[src/rtl/mips_pkg.sv]
// Shared MIPS core definitions: fetch FSM states and default address constants.
package mips_pkg;

  localparam int          ADDR_W_DEF   = 32;
  localparam int          INSTR_BYTES  = 4;
  localparam logic [31:0] RESET_PC_DEF = 32'h0000_0000;

  typedef enum logic [1:0] {
    SETTLE = 2'd0,
    FETCH  = 2'd1,
    HOLD   = 2'd2,
    ERR    = 2'd3
  } fetch_state_e;

endpackage

[src/rtl/fetch_wait_timer.sv]
// Counts FETCH cycles spent waiting for imem_ack; flags expiry on the MAX_WAIT-th waiting cycle.
module fetch_wait_timer #(
  parameter int MAX_WAIT = 15
) (
  input  logic clock,
  input  logic reset_n,
  input  logic clear,
  input  logic inc,
  output logic expire
);

  localparam int CW = $clog2(MAX_WAIT + 1);

  logic [CW-1:0] count;

  always_ff @(posedge clock) begin
    if (!reset_n || clear) begin
      count <= '0;
    end else if (inc) begin
      count <= count + 1'b1;
    end
  end

  // Expire in the waiting cycle that completes MAX_WAIT, so ERR follows exactly MAX_WAIT cycles.
  assign expire = inc && (count == CW'(MAX_WAIT - 1));

endmodule

[src/rtl/instr_fetch_unit.sv]
// Instruction fetch: drives the PC register, fetches over req/ack and holds the word for decode.
// Optional fetch timeout is enabled by defining FETCH_TIMEOUT_EN.
import mips_pkg::*;

module instr_fetch_unit #(
  parameter int              ADDR_W   = ADDR_W_DEF,
  parameter logic [ADDR_W-1:0] RESET_PC = ADDR_W'(RESET_PC_DEF),
  parameter int              MAX_WAIT = 15
) (
  input  logic              clock,
  input  logic              reset_n,
  input  logic [ADDR_W-1:0] pc,
  output logic [ADDR_W-1:0] new_pc,
  output logic              imem_req,
  output logic [ADDR_W-1:0] imem_addr,
  input  logic              imem_ack,
  input  logic [ADDR_W-1:0] imem_rdata,
  output logic              ir_valid,
  output logic [ADDR_W-1:0] ir,
  output logic [ADDR_W-1:0] ir_pc,
  input  logic              ir_ready,
  input  logic              redirect_valid,
  input  logic [ADDR_W-1:0] redirect_pc,
  output logic              fetch_err
);

  fetch_state_e      state_q, state_d;
  logic [ADDR_W-1:0] new_pc_q, new_pc_d;
  logic [ADDR_W-1:0] ir_q, ir_d;
  logic [ADDR_W-1:0] ir_pc_q, ir_pc_d;
  logic              ir_valid_q, ir_valid_d;
  logic              fetch_err_q, fetch_err_d;
  logic              pend_valid_q, pend_valid_d;
  logic [ADDR_W-1:0] pend_pc_q, pend_pc_d;
  logic              timeout;
  logic              redir_bad;

`ifdef FETCH_TIMEOUT_EN
  fetch_wait_timer #(
    .MAX_WAIT (MAX_WAIT)
  ) u_wait_timer (
    .clock   (clock),
    .reset_n (reset_n),
    .clear   (state_q != FETCH),
    .inc     ((state_q == FETCH) && !imem_ack),
    .expire  (timeout)
  );
`else
  assign timeout = 1'b0;
`endif

  assign redir_bad = redirect_valid && (redirect_pc[1:0] != 2'b00);

  always_ff @(posedge clock) begin
    if (!reset_n) begin
      state_q      <= SETTLE;
      new_pc_q     <= RESET_PC;
      ir_q         <= '0;
      ir_pc_q      <= '0;
      ir_valid_q   <= 1'b0;
      fetch_err_q  <= 1'b0;
      pend_valid_q <= 1'b0;
      pend_pc_q    <= '0;
    end else begin
      state_q      <= state_d;
      new_pc_q     <= new_pc_d;
      ir_q         <= ir_d;
      ir_pc_q      <= ir_pc_d;
      ir_valid_q   <= ir_valid_d;
      fetch_err_q  <= fetch_err_d;
      pend_valid_q <= pend_valid_d;
      pend_pc_q    <= pend_pc_d;
    end
  end

  always_comb begin
    state_d      = state_q;
    new_pc_d     = new_pc_q;
    ir_d         = ir_q;
    ir_pc_d      = ir_pc_q;
    ir_valid_d   = ir_valid_q;
    fetch_err_d  = fetch_err_q;
    pend_valid_d = pend_valid_q;
    pend_pc_d    = pend_pc_q;

    case (state_q)
      SETTLE: begin
        pend_valid_d = 1'b0;
        // new_pc is what pc will hold in FETCH, so alignment is checked on it here.
        if (redir_bad) begin
          state_d = ERR;
        end else if (redirect_valid) begin
          new_pc_d = redirect_pc;
        end else if (new_pc_q[1:0] != 2'b00) begin
          state_d = ERR;
        end else begin
          state_d = FETCH;
        end
      end
      FETCH: begin
        if (redir_bad || timeout) begin
          state_d = ERR;
        end else if (imem_ack) begin
          pend_valid_d = 1'b0;
          if (redirect_valid) begin
            new_pc_d = redirect_pc;
            state_d  = SETTLE;
          end else if (pend_valid_q) begin
            new_pc_d = pend_pc_q;
            state_d  = SETTLE;
          end else begin
            ir_d       = imem_rdata;
            ir_pc_d    = pc;
            ir_valid_d = 1'b1;
            new_pc_d   = pc + ADDR_W'(INSTR_BYTES);
            state_d    = HOLD;
          end
        end else if (redirect_valid) begin
          // The request cannot be withdrawn; remember the target until the ack arrives.
          pend_valid_d = 1'b1;
          pend_pc_d    = redirect_pc;
        end
      end
      HOLD: begin
        if (redir_bad) begin
          state_d = ERR;
        end else if (redirect_valid) begin
          new_pc_d   = redirect_pc;
          ir_valid_d = 1'b0;
          state_d    = SETTLE;
        end else if (ir_ready) begin
          ir_valid_d = 1'b0;
          state_d    = SETTLE;
        end
      end
      default: begin
        state_d = ERR;
      end
    endcase

    if (state_d == ERR) begin
      fetch_err_d  = 1'b1;
      ir_valid_d   = 1'b0;
      pend_valid_d = 1'b0;
    end
  end

  assign new_pc    = new_pc_q;
  assign imem_req  = (state_q == FETCH);
  assign imem_addr = pc;
  assign ir_valid  = ir_valid_q;
  assign ir        = ir_q;
  assign ir_pc     = ir_pc_q;
  assign fetch_err = fetch_err_q;

endmodule

[config.mk]
export PLATFORM = sky130hd
export DESIGN_NAME = instr_fetch_unit
export DESIGN_NICKNAME = d
export VERILOG_FILES = /design/src/rtl/mips_pkg.sv /design/src/rtl/fetch_wait_timer.sv /design/src/rtl/instr_fetch_unit.sv
export SDC_FILE = /design/constraint.sdc
export NUM_CORES = 1
export LEC_CHECK = 0
export CORE_MARGIN = 5
export CORE_UTILIZATION = 45
export DETAILED_ROUTE_END_ITERATION = 6
export PLACE_DENSITY = 0.84
export SLEW_MARGIN = 25
export SYNTH_ARGS = -nofsm -noshare
export SYNTH_HDL_FRONTEND = slang
export SYNTH_HIERARCHICAL = 1
export SYNTH_SLANG_ARGS = --single-unit
[constraint.sdc]
create_clock -name clock -period 1.88 [get_ports clock]
set_input_delay 0.376 -clock clock [delete_from_list [all_inputs] [get_ports clock]]
set_output_delay 0.376 -clock clock [all_outputs]
set_load 0.1 [all_outputs]
Word-level counts from Yosys, hierarchy flattened
Cells that the tools add are included.
W data, S select, Z words.

word-level totals
  bits in registers = 133
  latch bits = 0
  memory bits (writable) = 0
  bits in read-only memories = 0
  input bits = 101
  output and inout bits = 131
  logic and storage cells = 70
  memories = 0

operators by class
  add/sub/neg operators = 1
  $mul = 0
  divide/modulo/power cells = 0
  $lt $le $gt $ge = 0
  equality and inequality tests = 12
  shift operators = 0
  muxes and demuxes = 30
  bitwise operators = 5
  reductions and logical operators = 14

operator list
  kind                     number
  $mux W32                 6
  $pmux W32 S2             1
  $add A32 B3 Y32 const B  1
  $mux W2                  10
  $mux W1                  10
  $ne A2 B2 Y1 const B     5
  $reduce_and A5 Y1        2
  $reduce_bool A2 Y1       5
  $reduce_and A7 Y1        1
  $pmux W2 S3              1
  $not A1 Y1               5
  $eq A2 B2 Y1 const B     2
  $ne A2 B1 Y1 const B     2
  $pmux W1 S2              2
  $reduce_and A4 Y1        1
  $reduce_or A2 Y1         2
  $ne A3 B1 Y1 const B     1
  $ne A3 B3 Y1 const B     1
  $reduce_and A3 Y1        1
  $eq A2 B1 Y1 const B     1
  $logic_not A2 Y1         1
  $logic_and A1 B1 Y1      1

Longest topological paths before layout
  depth after elaboration = 7
  depth in mapped cells = 8

Worst setup path before layout
No wires, ideal clock.

  path kind = reg2reg
  start point = reg state_q[0]
  end point = reg pend_pc_q[10]
  library setup time = 0.132 ns
  data arrival time = 2.687 ns
  required time = 1.748 ns
  setup slack = -0.939 ns
  stages on the path, launching flop included = 8
  clock period less this slack = 2.819 ns
  cell sequence = dfxtp_1 > buf_2 > inv_1 > nor2_1 > nand4b_1 > clkbuf_1 > nand2_1 > a21oi_1

on the way
  longest elaborated chain between the ends = 2

ends and longest elaborated chain
  item                                line                    RTL
  start, declared                     instr_fetch_unit.sv:27  fetch_state_e state_q, state_d;
  start signal, assigned              instr_fetch_unit.sv:65  state_q <= state_d;
  $eq A2 B1 Y1                        n/a
  net imem_req                        instr_fetch_unit.sv:14  output logic imem_req,
  $reduce_and A4 Y1 (no source line)  n/a
  end signal, assigned                instr_fetch_unit.sv:72  pend_pc_q <= pend_pc_d;
  end, declared                       instr_fetch_unit.sv:34  logic [ADDR_W-1:0] pend_pc_q, pend_pc_d;

The timed path passes the listed nets, and every way through them passes these cells.
A chain may end at the register's enable or synchronous reset.

Worst setup path in the final report
  start point = in pc[17]
  end point = reg new_pc_q[27], in the netlist new_pc[27]

on the way
  longest elaborated chain between the ends = 6

ends and longest elaborated chain
  item                  line                     RTL
  start, declared       instr_fetch_unit.sv:12   input logic [ADDR_W-1:0] pc,
  $add A32 B3 Y32       instr_fetch_unit.sv:115  new_pc_d = pc + ADDR_W'(INSTR_BYTES);
  $mux W32              instr_fetch_unit.sv:108  end else if (pend_valid_q) begin
  $mux W32              instr_fetch_unit.sv:105  if (redirect_valid) begin
  $mux W32              instr_fetch_unit.sv:103  end else if (imem_ack) begin
  $mux W32              instr_fetch_unit.sv:101  if (redir_bad || timeout) begin
  $pmux W32 S2          instr_fetch_unit.sv:86   case (state_q)
  end signal, assigned  instr_fetch_unit.sv:66   new_pc_q <= new_pc_d;
  end, declared         instr_fetch_unit.sv:28   logic [ADDR_W-1:0] new_pc_q, new_pc_d;

Every way passes these cells. The select of a mux whose other input is x is not followed.

==> metrics.yaml <==
floorplanning:
  die_h_um: 126.9
  start_util: 0.4609
  rows: 42
  core_area_mm2: 0.01335
  io_pins: 232
  dieArea_mm2: 0.01611
  die_x_um: 126.9
yosys:
  netlist_instances: 804
  synth_fa_ha_area_frac: 0.002034
  synthSimpleGateAreaFrac: 0.2396
  yosysWarningCount: 6
  synth.net_count: 906
  synth_area_mm2: 0.006152
  synth_xor_area_frac: 0.03661
  seq_area_frac_synth: 0.4328
  synth-edff-count: 0
  synth_top_family_by_area: "simple AND/OR/NAND/NOR gates"
  synthMuxAreaShare: 0.008135
  async_reset_ff_frac: 0
  ys_types: 55
  synth_compound_area_frac: 0.1940
  yosys_most_used_dff: "dfxtp_1"
  synth.avg_cell_area_um2: 7.652
  ys_ff_latch: 133
placed_design:
  dpl_worst_slack_ns: -0.4217
  numPortBuffers: 231
  dpl-instance-area_mm2: 0.009440
  place_inst: 1207
  dp_hpwl_um: 16730
  gp_congestion: 0.8953
sta:
  setup_viol: 0
  fin_skew_ns: 0.004252
  worst_slack_ns: 0.05426
  timing.slew.headroom: 0.6890
  hold_viol: 0
  tns_ns: 0
  rsz0062_at_grt: "false"
  hold_ws_ns: 0.4140
  post-route-period-util: 0.9711
  worst_slew_pin_slew_ns: 0.4660
  fmax_ghz: 0.5477
  period_needed_ns: 1.826
  drv_slew: 0
cells_and_area:
  final_cells: 1240
  mostFrequentLayoutCell: "nand2_1"
  post-route-util: 0.7555
  drive_gt1_frac: 0.2632
  fill_cells: 929
  layout_common_cells: "nand2_1 (221), buf_4 (147), dfxtp_1 (130)"
  layout.nets: 1153
  final_area_mm2: 0.01008
  syn2layout_area_growth_pct: 63.92
  diodes: 0
cts:
  cts_root_buf: "clkbuf_16"
  clkTransAtPathRegs_ns: 0.06
  max-clock-path-buffers: 2
  h-tree-depth: 4
  cts_sinks: 133
  insertion_delay_ns: 0.42
  cts_tree: "done"
  cts_buffers: 17
routing:
  first_pass_iters: 6
  vias_per_cell: 5.560
  routed_wl_um: 23060
  drc_errors: 0
  vias: 6894
  detail-route-antenna-nets: 0
  drtIter0Drc: 739
  wl_per_cell_um: 18.60
setup_path:
  crit_type: "in -> reg"
  max_stage_delay_ns: 0.55
  cp.required_ns: 2.23
  arrival_ns: 2.18
  path_cells: "clkdlybuf4s50_1 > and4_1 > nand2_1 > or4_4 > xnor2_2 > o21ai_1"
  critPathMaxFanout: 3
  rr_worst_depth: 5
  path_delay_family: "simple AND/OR/NAND/NOR gates"
  timing.critical_path.buf_inv: 1
  r2r_slack_ns: 0.22
  end_kind: "flip-flop"
  cp-start-kind: "input port"
  r2r-start: "pend_valid_q"
  r2r-end: "new_pc[30]"
  slowest_stage: "or4_4"
job:
  maxCapViolations: 0
global_route:
  globalRouteOverflowTotal: 0
  antenna_found_initial: 0
  grt_max_degree: 49
  grt_use_total: 0.2789
  grt_pass1_vias: 6758
  grt_first_pass_wirelength_um: 36070
pwr:
  power.density_mw_per_mm2: 920.1
  totalPowerFinal_mw: 9.279
  ir_drop_uv: 613.3
  leakagePower_nw: 3.946
worst_hold_path:
  hold_start: "pc[3]"
  holdPathStages: 4
  min_path_type: "in -> reg"
  hold_path_end: "ir_pc[3]"
outcome:
  status: "finished, final reports clean"
registers in the layout, indices dropped and copies added, names as in the netlist:
register,count
ir,32
pend_valid_q,1
pend_pc_q,32
ir_valid,1
state_q,2
ir_pc,32
fetch_err,1
new_pc,32
worst max path at each step:
stage | to | slack (ns) | from | cells past startpoint
6_report | new_pc[27] | 0.05 | pc[17] | 6
4_1_cts | new_pc[30] | -0.01 | pc[3] | 8
2_1_floorplan | pend_pc_q[10] | 0.004 | state_q[0] | 7
3_3_place_gp | new_pc[24] | -0.34 | pc[2] | 8
3_5_place_dp | new_pc[24] | -0.42 | pc[2] | 8
5_1_grt | new_pc[27] | 0.03 | pc[16] | 6
logic make-up after synthesis:
kind of cell | count (synthesis)
muxes | 5
xor gates and xnor gates | 24
DFF | 133
AOI/OAI and AO/OA | 214
buffers and inverters | 99
and+or+nand+nor | 328
adders and majority gates | 1
cells in the mapped netlist (8+ instances only):
master	instances	area, um^2
buf_2	18	90.09
nand3_1	21	105.1
nand2_1	222	833.3
o21ai_0	48	240.2
a21oi_1	120	600.6
xnor2_1	10	87.58
nand4_1	10	62.56
a31oi_1	14	87.58
clkbuf_1	33	123.9
nor3_1	14	70.07
nor2_1	16	60.06
o211ai_1	8	60.06
xor2_1	12	105.1
dfxtp_1	133	2663
buf_4	35	262.8
layout make-up:
class,instances,area (um^2),area share
clock buffer,22,474.2,0.04702
clock inverter,10,127.6,0.01266
inverter,7,27.53,0.002730
multi-input combinational,572,3008,0.2983
sequential,133,2666,0.2644
tap,176,220.2,0.02184
timing repair buffer,320,3561,0.3531
per-layer routing:
layer  global-route usage  routed length [um]  vias to the layer above
met3              0.09037                2146                       75
met5                    0                   0                        -
li1                     -                   -                     3226
met4               0.1218                1022                        0
met1               0.3295                8652                     3195
met2               0.4639               11240                      398
power by group:
group / internal, mW / leakage, nW / total (mW) / switching [mW]
Clock: 2.17 / 0.299 / 3.39 / 1.22
Sequential: 2.96 / 1.08 / 3.08 / 0.126
Combinational: 0.978 / 2.56 / 2.81 / 1.83
Total: 6.11 / 3.95 / 9.28 / 3.17
timing repair:
action                                  in CTS  in global routing
setup buffers                                1                  0
hold buffers                                 0                  0
pin swaps                                    2                  1
endpoints found under the setup margin       2                 27
gates cloned                                 0                  0
gates resized for setup                      4                  9
worst min-delay path, cell delays in order:
cell	delay [ns]
dlymetal6s2s_1	0.15
buf_4	0.16
nand2_1	0.05
a21oi_1	0.05
Note: power is estimated with default switching activity, not from simulation.
